===== config.mk =====
export PLATFORM = sky130hd
export DESIGN_NAME = trng_key_buffer
export DESIGN_NICKNAME = d
export VERILOG_FILES = /design/src/rtl/trng_key_buffer.sv
export SDC_FILE = /design/constraint.sdc
export NUM_CORES = 1
export LEC_CHECK = 0
export ABC_AREA = 1
export CORE_MARGIN = 2
export CORE_UTILIZATION = 50
export CTS_CLUSTER_SIZE = 8
export DETAILED_ROUTE_END_ITERATION = 10
export PLACE_DENSITY_LB_ADDON = 0.3
export REMOVE_ABC_BUFFERS = 1
export SETUP_SLACK_MARGIN = 0.1
export SYNTH_ARGS = -nofsm -noshare
export SYNTH_HDL_FRONTEND = slang
export SYNTH_SLANG_ARGS = --single-unit

===== constraint.sdc =====
create_clock -name clk -period 4.83 [get_ports clk]
set_input_delay 0.966 -clock clk [delete_from_list [all_inputs] [get_ports clk]]
set_output_delay 0.966 -clock clk [all_outputs]
set_load 0.02 [all_outputs]

===== src/rtl/trng_key_buffer.sv =====
// trng_key_buffer
//   Harvests 32-bit keys from the TRNG core using a 4-phase handshake
//   (key_ready / ack_read). It stores them in a first-word-fall-through FIFO
//   and presents them to the system on a valid/ready read port. A rising
//   edge on the TRNG failure interrupt flushes every stored key and latches
//   a sticky failure flag.
//
//   State table (capture FSM):
//     state | meaning
//     IDLE  | waiting for a key that can be stored
//     ACK   | key written; holding ack_read_o until key_ready_i drops
//
// Ports:
//   clk, rst_n       system clock, asynchronous active-low reset
//   enable_i         harvesting enable (gates only the start of a capture)
//   key_ready_i      TRNG key valid
//   key_i            TRNG key word
//   trng_intr_i      TRNG health-test failure interrupt
//   ack_read_o       handshake acknowledge back to the TRNG
//   rd_valid_o       FIFO head valid
//   rd_data_o        FIFO head word (zero when empty)
//   rd_ready_i       consumer accepts the head word
//   level_o          number of stored words
//   full_o, empty_o  FIFO status
//   fail_o           sticky failure flag
//   clear_fail_i     clears fail_o when the interrupt is low
module trng_key_buffer #(
    parameter int N_BITS_KEY = 32,
    parameter int DEPTH      = 4
) (
    input  logic                     clk,
    input  logic                     rst_n,
    input  logic                     enable_i,
    input  logic                     key_ready_i,
    input  logic [N_BITS_KEY-1:0]    key_i,
    input  logic                     trng_intr_i,
    output logic                     ack_read_o,
    output logic                     rd_valid_o,
    output logic [N_BITS_KEY-1:0]    rd_data_o,
    input  logic                     rd_ready_i,
    output logic [$clog2(DEPTH):0]   level_o,
    output logic                     full_o,
    output logic                     empty_o,
    output logic                     fail_o,
    input  logic                     clear_fail_i
);

    localparam int PTR_W = $clog2(DEPTH);
    localparam int LVL_W = PTR_W + 1;
    localparam logic [PTR_W-1:0] PTR_ONE   = PTR_W'(1);
    localparam logic [LVL_W-1:0] LVL_ONE   = LVL_W'(1);
    localparam logic [LVL_W-1:0] LVL_DEPTH = LVL_W'(DEPTH);

    typedef enum logic {IDLE = 1'b0, ACK = 1'b1} state_t;

    state_t                  state;
    state_t                  state_nxt;
    logic [N_BITS_KEY-1:0]   mem [DEPTH];
    logic [PTR_W-1:0]        wr_ptr;
    logic [PTR_W-1:0]        rd_ptr;
    logic [LVL_W-1:0]        level;
    logic                    intr_q;
    logic                    fail;
    logic                    flush;
    logic                    push;
    logic                    pop;

    // Status derives from the registered level only.
    assign full_o  = (level == LVL_DEPTH);
    assign empty_o = (level == '0);
    assign level_o = level;
    assign fail_o  = fail;

    // Flush fires on the rising edge of the interrupt and beats push/pop.
    assign flush = trng_intr_i && !intr_q;
    assign push  = (state == IDLE) && enable_i && key_ready_i &&
                   !full_o && !fail && !flush;
    assign pop   = rd_valid_o && rd_ready_i && !flush;

    // State register.
    always_ff @(posedge clk or negedge rst_n) begin
        if (!rst_n) begin
            state <= IDLE;
        end else begin
            state <= state_nxt;
        end
    end

    // Next-state logic. A flush does not abort a handshake in progress.
    always_comb begin
        state_nxt = state;
        case (state)
            IDLE: if (push)         state_nxt = ACK;
            ACK:  if (!key_ready_i) state_nxt = IDLE;
            default:                state_nxt = IDLE;
        endcase
    end

    // Output decode.
    always_comb begin
        ack_read_o = 1'b0;
        if (state == ACK) begin
            ack_read_o = 1'b1;
        end
    end

    // Interrupt edge detect and sticky failure flag.
    always_ff @(posedge clk or negedge rst_n) begin
        if (!rst_n) begin
            intr_q <= 1'b0;
            fail   <= 1'b0;
        end else begin
            intr_q <= trng_intr_i;
            if (flush) begin
                fail <= 1'b1;
            end else if (clear_fail_i && !trng_intr_i) begin
                fail <= 1'b0;
            end
        end
    end

    // Pointers and level.
    always_ff @(posedge clk or negedge rst_n) begin
        if (!rst_n) begin
            wr_ptr <= '0;
            rd_ptr <= '0;
            level  <= '0;
        end else if (flush) begin
            wr_ptr <= '0;
            rd_ptr <= '0;
            level  <= '0;
        end else begin
            if (push) begin
                wr_ptr <= wr_ptr + PTR_ONE;
            end
            if (pop) begin
                rd_ptr <= rd_ptr + PTR_ONE;
            end
            case ({push, pop})
                2'b10:   level <= level + LVL_ONE;
                2'b01:   level <= level - LVL_ONE;
                default: level <= level;
            endcase
        end
    end

    // Storage needs no reset; an empty FIFO masks the read data.
    always_ff @(posedge clk) begin
        if (push) begin
            mem[wr_ptr] <= key_i;
        end
    end

    assign rd_valid_o = !empty_o;
    assign rd_data_o  = empty_o ? '0 : mem[rd_ptr];

endmodule

==> out/results.txt, run 1 <==
The run finished with clean final reports. In the final design database the tool counted 577 nets. The run gives 3.09 ns as the data arrival time of the worst path.

The sort of element at the end of the critical path is an output pin. For the leakage dissipation, the log shows 0.00247 uW. Clock-pin slew was measured on the worst setup and hold paths at 0.06 ns. The number of standard cells after synthesis is 456. The commonest non-fill, non-tap cell in the layout was nor2_1.

For the worst setup path, the data required time is 3.86 ns. The first detailed-routing pass took 4 iterations. The total overflow left after global routing is 0. The number of clock buffers added by TritonCTS is 17. The areal power density over the cells came out at 649 mW/mm^2. The final setup skew was 0.00742 ns. The insertion delay to the later sink of the worst-skew pair came out at 0.52 ns. The flip-flop and latch area was 0.00410 sq mm. Across the VDD grid, the largest voltage drop is 0.391 mV. The global router's overall resource usage is 20.7%. The tool flagged a number of max-cap violations equal to 0. The die covers 0.0121 sq mm.

The number of register bits inferred by synthesis was 138. The kind of cell adding the most delay to the critical path is buffers and inverters. During placement, the flow inserted port buffers numbering 78. Timing would allow up to 247 MHz.

Post-route minimum period: 4.05 ns. After synthesis, the netlist uses 25 different library cells. The library cells used most frequently in the layout, excluding fill and tap cells, are nor2_1, edfxtp_1, clkdlybuf4s50_1. For this design, the CTS-stage hold fixing added 0 buffers. For the I/O pin count, the log shows 79. The routability-driven placement congestion ratio was 0.786; the number of synthesized flops with an enable pin was 128.

The headroom to the max-slew limit is 30.2%, and the cell area after synthesis is 0.00560 sq mm. The die height came out at 110 um. The run gives 0 as the initial antenna violation count. The final number of max-transition violations was 0. The tools report the worst hold margin as 0.511 ns. The first global-routing pass estimated 18500 um of wire. The initial DRC count was 275; the worst-case setup margin in the final layout was 0.775 ns.

In this run the horizontal extent of the chip is 110 um. The H-tree generated during clock tree synthesis spans 4 levels. Summed over all layers, the routed wires come to 11700 um. The tools report the buffer cell driving the clock tree root as clkbuf_8. The setup violation total in the final timing report is 0, and the number of buffer and inverter instances along the worst setup path is 3.

The detailed-route wire length per cell came out at 17.0 um. The worst min-delay path category is reg -> reg. The layout overhead on the synthesized area was 26.2%.

The worst setup path is launched from a flip-flop. The count of nets left with antenna violations once routing finished came out at 0. The share of the Yosys chip area taken by registers is 73.1%.

The layout has 819 filler cells. The starting density of the core was 51.4%. The floorplan has 38 rows. The delay of the slowest critical-path stage is 0.66 ns, and the DRC violations left is 0. The post-placement setup slack was 1.38 ns.

The critical path's slowest cell is clkdlybuf4s50_1. The maximum fanout along the worst path is 34. The tools report the pin count of the biggest net entering global routing as 66. TritonCTS built the clock tree. The synthesized area per cell came out at 12.3 sq um.

The core region is 0.0109 sq mm. The footprint of the multi-input gates was 0.00132 sq mm; the sum of internal, switching and leakage power was 4580 uW. The run gives 138 as the total clock sinks.

The layout cell share with drive strength beyond 1 is 10.1%, and the half-perimeter wire length of the detailed placement result is 6680 um. The number of antenna diodes in the final layout is 0. The count of cells in the finished layout, fillers not included, comes to 686.

Summing over every cut layer, the via total after detailed routing is 3690. In the synthesized netlist the dominant register cell turns out to be edfxtp_1. Including well taps, the total number of placed cells is 654.

Via count of the first global-routing pass: 3630. The signal on the critical path passes through buf_4 > inv_2 > nor2_1 > o21ai_0 > a21oi_1 > clkdlybuf4s50_1. Average vias per placed instance: 5.38. Setup repair after global routing left no endpoint under its margin. Yosys printed 0 warnings. For the number of failing hold endpoints at the final stage, the log shows 0. The category of the critical setup timing path is reg -> out. The final critical path takes up 84.0% of the cycle. Count of instances resized after the clock tree is built: 0. In the final timing run, aggregate negative setup slack is 0 ns. The run gives 0 as the post-CTS setup buffer count. For this run, asynchronously set or reset flops after synthesis account for 7.25%. The longest clock path from root to sink contains 2 buffers. The transition time at the pin with the least slew margin is 1.04 ns.
-- layer usage --
layer  track usage [%]  vias to the layer above  wire length (um)
met3              5.69                        7               724
met5                 0                        -                 0
met4              6.24                        0                75
met1              26.9                     1801              5110
li1                  -                     1744                 -
met2              34.2                      138              5780
-- worst reg2reg max path, delay by kind of cell, from the launching register on --
kind | cells | cell delay, ns
buf+inv | 2 | 0.22
flops | 1 | 0.39
simple gates | 5 | 1.35
-- logic make-up (layout without fill, tap and decap cells) --
group | after synthesis | after routing | synth area share, %
compound gates | 104 | 104 | 9.48
xor+xnor | 1 | 1 | 0.156
fa+ha+maj | 5 | 5 | 1.25
buf+inv | 42 | 132 | 3.93
flops | 138 | 138 | 73.1
simple gates | 166 | 166 | 12.1
-- per-stage QoR --
stage                     utilization [%]  area [sq um]
after floorplan                         -          5450
after global placement               59.4          6460
after detailed placement             59.4          6460
after CTS                            64.9          7070
after global routing                 64.9          7070
final                                64.9          7070
-- flip-flops by register name (all words and copies together) (netlist names) --
name     flops
level_o      3
fail_o       1
rd_ptr       2
mem        128
wr_ptr       2
intr_q       1
state        1
-- worst paths after layout --
check                                      start                     to  slack, ns  depth (start not counted)
max in group asynchronous                  rst_n  rd_ptr[0]$_DFFE_PN0P_       3.68                          1
hold / removal                   state$_DFF_PN0_        state$_DFF_PN0_       0.51                          2
setup reg to reg              fail_o$_DFFE_PN0P_    mem[2][2]$_DFFE_PP_       2.45                          7
hold reg to reg                  state$_DFF_PN0_        state$_DFF_PN0_       0.51                          2
setup / recovery           rd_ptr[1]$_DFFE_PN0P_          rd_data_o[11]       0.78                          6
min in group asynchronous                  rst_n     fail_o$_DFFE_PN0P_       0.78                          1
-- synthesized netlist by cell type (4+ instances only) --
cell type / count / area, sq um
nor2_1: 135 / 507
o21ai_0: 24 / 120
nand2_1: 17 / 63.8
buf_6: 5 / 56.3
a21oi_1: 34 / 170
buf_2: 11 / 55.1
inv_2: 5 / 18.8
ha_1: 4 / 50.1
edfxtp_1: 128 / 3840
nand3_1: 6 / 30.0
inv_1: 13 / 48.8
dfrtp_1: 10 / 250
o21ai_1: 43 / 215
-- report_power, final --
group / total (uW) / internal [uW] / switching, uW
registers: 1410 / 1360 / 50.8
clock network: 1310 / 800 / 509
logic: 1860 / 735 / 1130
total: 4580 / 2900 / 1690
-- final cells by class --
type	count	share of cell area, %
clock buffers	18	5.91
clock inverters	14	2.64
inverters	18	0.956
multi-input cells	276	18.6
flip-flops and latches	138	57.9
well taps	140	2.48
repair buffers	82	11.5
Note: power is estimated with default switching activity, not from simulation.
==> run 2: changes to the inputs <==
--- a/config.mk
+++ b/config.mk
@@ -7,7 +7,7 @@
 export LEC_CHECK = 0
 export ABC_AREA = 1
 export CORE_MARGIN = 2
-export CORE_UTILIZATION = 50
+export CORE_UTILIZATION = 49
 export CTS_CLUSTER_SIZE = 8
 export DETAILED_ROUTE_END_ITERATION = 10
 export PLACE_DENSITY_LB_ADDON = 0.3
==> constraint.sdc (replaced) <==
create_clock -name clk -period 3.6 [get_ports clk]
set_input_delay 0.72 -clock clk [delete_from_list [all_inputs] [get_ports clk]]
set_output_delay 0.72 -clock clk [all_outputs]
set_load 0.02 [all_outputs]
==> run 2 against run 1 <==
Clock skew is 0.0038 ns lower. Clock power is 30% higher. Combinational power is 33% higher. Sequential power is 38% higher. Cell count is 1.5% higher. Total power is 34% higher. First-iteration DRC count is 8.7% higher. Flip-flop and latch count stayed put. Register-to-register slack worse by 1.0 ns. Largest power group unchanged. Die area is 2.0% higher. Worst hold slack better by 0.012 ns. Wire length is 1.6% higher.
==> out/results.txt, run 2 (synthesis results as in run 1) <==
The number of detailed-route iterations in the first pass is 4, and the number of antenna cells inserted is 0. After clock tree synthesis, the clock-pin slew on the worst setup and hold paths is 0.06 ns. Half-perimeter wire length of the detailed placement result: 7280 um. In this design, the stage delay of the slowest critical-path cell is 0.61 ns. For this run, the top clock speed supported by timing is 305 MHz. Clock latency on the worst-skew pair, taken at its later pin, is 0.40 ns. In the routed design, unresolved DRC markers number 0. Die height: 111 um. The critical path's slowest cell was clkdlybuf4s50_1. The number of buffer and inverter instances along the worst setup path was 2; the post-route clock period utilization was 91.0%. After filler insertion, the fill cell instance count of the layout stands at 875. The final total negative setup slack was 0 ns; the layout overhead on the synthesized area was 27.4%.

The final layout contains 584 nets. By instance count, the cell type seen most on the critical path is nor2_1. Global routing used 20.0% of the available tracks.

The worst setup path is captured at an output pin. Setup repair after global routing left no endpoint under its margin. The maximum fanout along the worst path is 34.

Between clock sinks in the finished design, the worst skew comes to 0.00359 ns. Via count of the first global-routing pass: 3749. The first global-routing pass estimated 19000 um of wire.

The path class of the tightest hold or removal check is reg -> reg. Floorplan core area: 0.0113 sq mm. Setup violations remaining at the end of the flow were counted as 0. Walking the worst path, the cells encountered are buf_4 > nor2_1 > nor2_1 > o21ai_0 > a21oi_1 > clkdlybuf4s50_1. The total clock sinks was 138. The root buffer cell chosen for the clock tree is clkbuf_16. Across the VDD grid, the largest voltage drop is 0.588 mV.

The layout cell share with drive strength beyond 1 came out at 10.8%. The run gives 46 as the pin count of the biggest net entering global routing. The post-CTS setup buffer count is 0, and the remaining antenna violation count after routing is 0. The tools report the starting density of the core as 49.7%. The commonest non-fill, non-tap cell in the layout was nor2_1. Summed over all layers, the global routing overflow is 0. At the pin with the least slew margin, the transition time is 0.497 ns. The tools report the number of maximum-capacitance constraint violations as 0. In the routed layout, each cell is associated on average with a via count of 5.21. The I/O pin count is 79, and the maximum number of buffers from clock root to sink is 2. TritonCTS built the clock tree. Leaving out fill and tap cells, the most frequent cells in the layout are nor2_1, edfxtp_1, clkdlybuf4s50_1.

The flow ran to the end, and the final reports show no timing, DRC or antenna violations. After detailed routing, the total wire length is 11900 um. In this run the static leakage power is 0.00250 uW. The final number of max-transition violations was 0; the data arrival time of the worst path was 2.56 ns.

The floorplan step defined a die boundary enclosing 0.0123 sq mm. Number of rows created at floorplan: 39. Summing all flip-flop and latch instances after layout gives 0.00410 sq mm. The multi-input combinational cells in the finished layout cover a total of 0.00132 sq mm. The post-route minimum period was 3.28 ns. The number of clock buffers added by TritonCTS is 17.

For the count of H-tree levels built during CTS, the log shows 4. The kind of cell with the highest combined delay along the critical path is buffers and inverters. The routability-driven placement congestion ratio was 0.740; the worst endpoint required time was 2.88 ns.

The count of cells in the finished layout, fillers not included, comes to 696. The category of the worst setup path launch point was a flip-flop. The register with the most flip-flops in the layout has 128 of them. The areal power density over the cells is 860 mW/mm^2. The run gives 0 as the number of failing hold endpoints at the final stage. The count of buffers added on input and output ports is 78.

The category of the critical setup timing path was reg -> out. Measured against its own limit, the worst slew margin works out to 66.9%. For this block, the via count after detailed routing is 3625.

The detailed-route wire length per cell was 17.1 um. The register with the most flip-flops in the final layout is mem. The initial DRC count is 299, and the total instance count after detailed placement is 664. The initial antenna violation count came out at 0. The floorplan step set the die width to 111 um.
run 2: changes by cell type in the layout (fill, tap and decap cells not counted), sizes merged:
| cell | previous run | this run |
|---|---|---|
| clkinv | 3 | 7 |
| buf | 4 | 11 |
| clkinvlp | 2 | 4 |
| inv | 24 | 18 |
run 2: worst min-delay path: stages, from the launching register on:
cell and delay [ns]:
dfrtp_1 0.37, nand2_1 0.06, nand2_1 0.06
run 2: metal layers:
metal  wire [um]  track usage, %  up-vias
met2        5870            32.0      127
met1        5290            27.0     1735
met5           0               0        -
met3         656            4.65        6
li1            -               -     1757
met4          65            7.92        0
run 2: power breakdown:
part	total [uW]	switching [uW]	internal (uW)
registers	1950	117	1830
clock network	1700	625	1080
logic	2480	1460	1020
total	6130	2200	3930
run 2: final timing paths:
path / startpoint / endpoint / slack, ns / depth (start not counted)
worst max-delay path: rd_ptr[0]$_DFFE_PN0P_ / rd_data_o[9] / 0.32 / 6
min in group asynchronous: rst_n / intr_q$_DFF_PN0_ / 0.64 / 1
max in group asynchronous: rst_n / rd_ptr[1]$_DFFE_PN0P_ / 2.61 / 1
worst min register to register: state$_DFF_PN0_ / state$_DFF_PN0_ / 0.52 / 2
worst min-delay path: state$_DFF_PN0_ / state$_DFF_PN0_ / 0.52 / 2
worst max register to register: level_o[0]$_DFFE_PN0P_ / mem[1][31]$_DFFE_PP_ / 1.44 / 7
run 2: cell type report:
| cell class | count | area share, % |
|---|---|---|
| clock buffers | 18 | 6.02 |
| flip-flops and latches | 138 | 57.4 |
| inverters | 18 | 0.982 |
| well taps | 143 | 2.51 |
| clock inverters | 14 | 2.18 |
| repair buffers | 89 | 12.5 |
| multi-input cells | 276 | 18.4 |
run 2: metrics by stage:
step	setup WS, ns	util, %	hold WS [ns]	instance area (sq um)	total power [uW]
after global routing	0.206	63.3	0.554	7130	6450
after global placement	0.383	58.1	0.507	6550	4430
after detailed placement	0.333	58.1	0.499	6550	4460
after CTS	0.214	63.3	0.520	7130	6180
after floorplan	0.488	-	0.424	5450	3310
final	0.323	63.3	0.522	7130	6130
run 2: timing repair:
| item | CTS | global route |
|---|---|---|
| gates resized for setup | 1 | 2 |
| cloned | 0 | 0 |
| endpoints found under the setup margin | 32 | 1 |
| hold buffers | 0 | 0 |
==> run 3: changes to the inputs <==
--- a/config.mk
+++ b/config.mk
@@ -11,7 +11,6 @@
 export CTS_CLUSTER_SIZE = 8
 export DETAILED_ROUTE_END_ITERATION = 10
 export PLACE_DENSITY_LB_ADDON = 0.3
-export REMOVE_ABC_BUFFERS = 1
 export SETUP_SLACK_MARGIN = 0.1
 export SYNTH_ARGS = -nofsm -noshare
 export SYNTH_HDL_FRONTEND = slang
==> run 3 against run 2 <==
Register-to-register slack lost 0.02 ns. Setup slack lost 0.045 ns. Worst hold slack improved by 0.0035 ns. Sequential power hardly changed. Flip-flop and latch count unchanged. Critical path type unchanged.
==> out/results.txt, run 3 (synthesis results as in run 1) <==
The flow ran to the end, and the final reports show no timing, DRC or antenna violations. The number of failing hold endpoints at the final stage is 0, and the number of detailed-route iterations in the first pass is 5. In this run the static leakage power is 0.00251 uW. The signal on the critical path passes through buf_4 > nor2_1 > nor2_1 > o21ai_0 > a21oi_1 > clkdlybuf4s50_1. The final layout contains routed wiring with a total length of 11300 um.

Global-route wire length before repair: 18200 um. On the final layout, the worst clock skew is 0.0114 ns. The initial utilization of the core area, before any placement, comes to 49.7%. The number of antenna cells inserted came out at 0. The worst pin sits at a relative slew slack of 55.0%. When the netlist entered floorplanning its net count stood at 500.

The critical path in this run is classified as reg -> out. The number of buffer and inverter instances along the worst setup path works out to 2. Setup repair after global routing left no endpoint under its margin. The delay of the slowest critical-path stage came out at 0.65 ns. After the first detailed-routing iteration, the DRC count stood at 301. In the routed layout, each cell is associated on average with a via count of 5.20.

For this run the aggregate overflow at the end of global routing stands at 0. Post-CTS timing repair inserted 0 buffers for setup. Across the VDD grid, the largest voltage drop is 0.503 mV. Setup violations remaining at the end of the flow were counted as 0. Along the worst path, the maximum fanout reaches 28. The logs give 0 for the final number of max-transition violations and 0.0113 sq mm for the floorplan core area. Entering global routing, the biggest net connects 35 pins. The tree is rooted in a clkbuf_16. Across all hold checks on the routed design, the worst slack comes to 0.526 ns. The final total negative setup slack is 0 ns.

The die is 111 um tall. The most frequent cell on the critical path is nor2_1. The critical path's slowest cell is clkdlybuf4s50_1. In this run the remaining antenna-violating nets after routing total 0. Across all register-to-register paths, the minimum setup slack is 1.42 ns.

For the half-perimeter wire length of the detailed placement result, the log shows 6940 um. The detailed router placed 3627 vias in this run. Cells with a size suffix above 1 make up 10.8% of the layout. The die covers 0.0123 sq mm. Based on the critical path, the design can be clocked at up to 301 MHz. In this run, CTS created clock tree buffers numbering 17. 79 I/O pins were placed. For the maximum number of buffers from clock root to sink, the log shows 2. The finished layout holds 697 standard cells, fillers aside.

The utilization of the core after routing came out at 63.5%. After layout, the worst path uses 92.3% of the clock period. At the end of routability-driven placement, the weighted congestion stood at 0.757. Port buffering added 78 buffers.

In this run the worst setup path begins at rd_ptr[0]$_DFFE_PN0P_. The number of rows created at floorplan was 39; the hold buffer count at CTS was 0. The worst register-to-register path begins at level_o[0]$_DFFE_PN0P_.

The final layout net count was 585; the areal power density over the cells was 855 mW/mm^2. The post-route minimum period was 3.32 ns. In the routed design, unresolved DRC markers number 0.

More flip-flops sit in one register than any other, and that register is mem. On the critical path the largest part of the delay comes from buffers and inverters. The count of instances resized after the clock tree is built is 1, and the number of maximum-capacitance constraint violations is 0. The total clock sinks was 138. The sort of element at the end of the critical path was an output pin. The tools report the initial antenna violation count as 0.

At the worst endpoint, the required time is 2.88 ns. The number of flip-flops in the largest register is 128. The transition time at the pin with the least slew margin is 0.675 ns. The commonest non-fill, non-tap cell in the layout was nor2_1.

The min-delay analysis places its worst path in the category reg -> reg. For this run, the total global-route usage over all layers was measured as 19.1%. TritonCTS built the clock tree. In this run the number of H-tree levels came out at 4. The worst hold path begins at state$_DFF_PN0_.

The insertion delay to the later sink of the worst-skew pair is 0.41 ns, and the detailed-route wire length per cell is 16.2 um. The category of the worst setup path launch point was a flip-flop. The data arrival time of the worst path came out at 2.60 ns. The area growth from synthesis to layout is 27.8%.

The width of the die came out at 111 um. The run gives 665 as the total instance count after detailed placement. Leaving out fill and tap cells, the most frequent cells in the layout are nor2_1, edfxtp_1, clkdlybuf4s50_1. For the worst-case setup margin in the final layout, the log shows 0.278 ns. The via count of the first global-routing pass is 3654, and the post-CTS clock slew at the launch and capture registers of the worst setup and hold paths is 0.05 ns. For the post-placement setup slack, the log shows 0.400 ns.
## run 3: changes by cell type in the layout (fill, tap and decap cells not counted)
| cell | delta |
|---|---|
| buf_12 | +1 |
| clkinvlp_4 | -1 |
| inv_6 | +1 |
| clkbuf_1 | +1 |
| clkinv_2 | -1 |
## run 3: worst register-to-register path, cell delays in order (launching register included)
cell and delay (ns):
dfrtp_1 0.45, nor2_2 0.08, nand2_1 0.12, nand2_2 0.12, nor2_1 0.23, inv_2 0.16
nor2_4 0.47, buf_12 0.24
## run 3: per-layer routing
layer / track usage (%) / part of all wire (%) / vias to the layer above / wire length, um
met1: 24.8 / 42 / 1735 / 4760
met2: 31.7 / 50 / 125 / 5650
li1: - / - / 1762 / -
met4: 6.75 / 0.66 / 0 / 74
met5: 0 / 0 / - / 0
met3: 4.81 / 7.1 / 5 / 801
## run 3: worst paths after layout
kind	to	cells past startpoint
max	rd_data_o[3]	6
min	state$_DFF_PN0_	2
max reg2reg	mem[2][20]$_DFFE_PP_	7
min reg2reg	state$_DFF_PN0_	2
max in group asynchronous	rd_ptr[1]$_DFFE_PN0P_	1
min in group asynchronous	fail_o$_DFFE_PN0P_	1
## run 3: power breakdown
group | internal (uW) | switching (uW) | leakage [uW] | total (uW)
sequential | 1830 | 121 | 0.00128 | 1950
combinational | 1020 | 1440 | 0.000951 | 2460
clock | 1080 | 621 | 0.000276 | 1700
total | 3930 | 2180 | 0.00251 | 6120
## run 3: final cells by class
cell class / instances / area [sq um]
fillers: 835 / 4120
flip-flops and latches: 138 / 4100
clock inverters: 13 / 151
repair buffers: 90 / 908
well taps: 143 / 179
multi-input cells: 276 / 1320
inverters: 18 / 70.1
clock buffers: 19 / 433
## run 3: metrics by stage
stage               area, sq um  total power [uW]
detailed placement         6570              4450
floorplan                  5600              3470
global route               7150              6450
CTS                        7150              6150
finish                     7150              6120
global placement           6570              4420
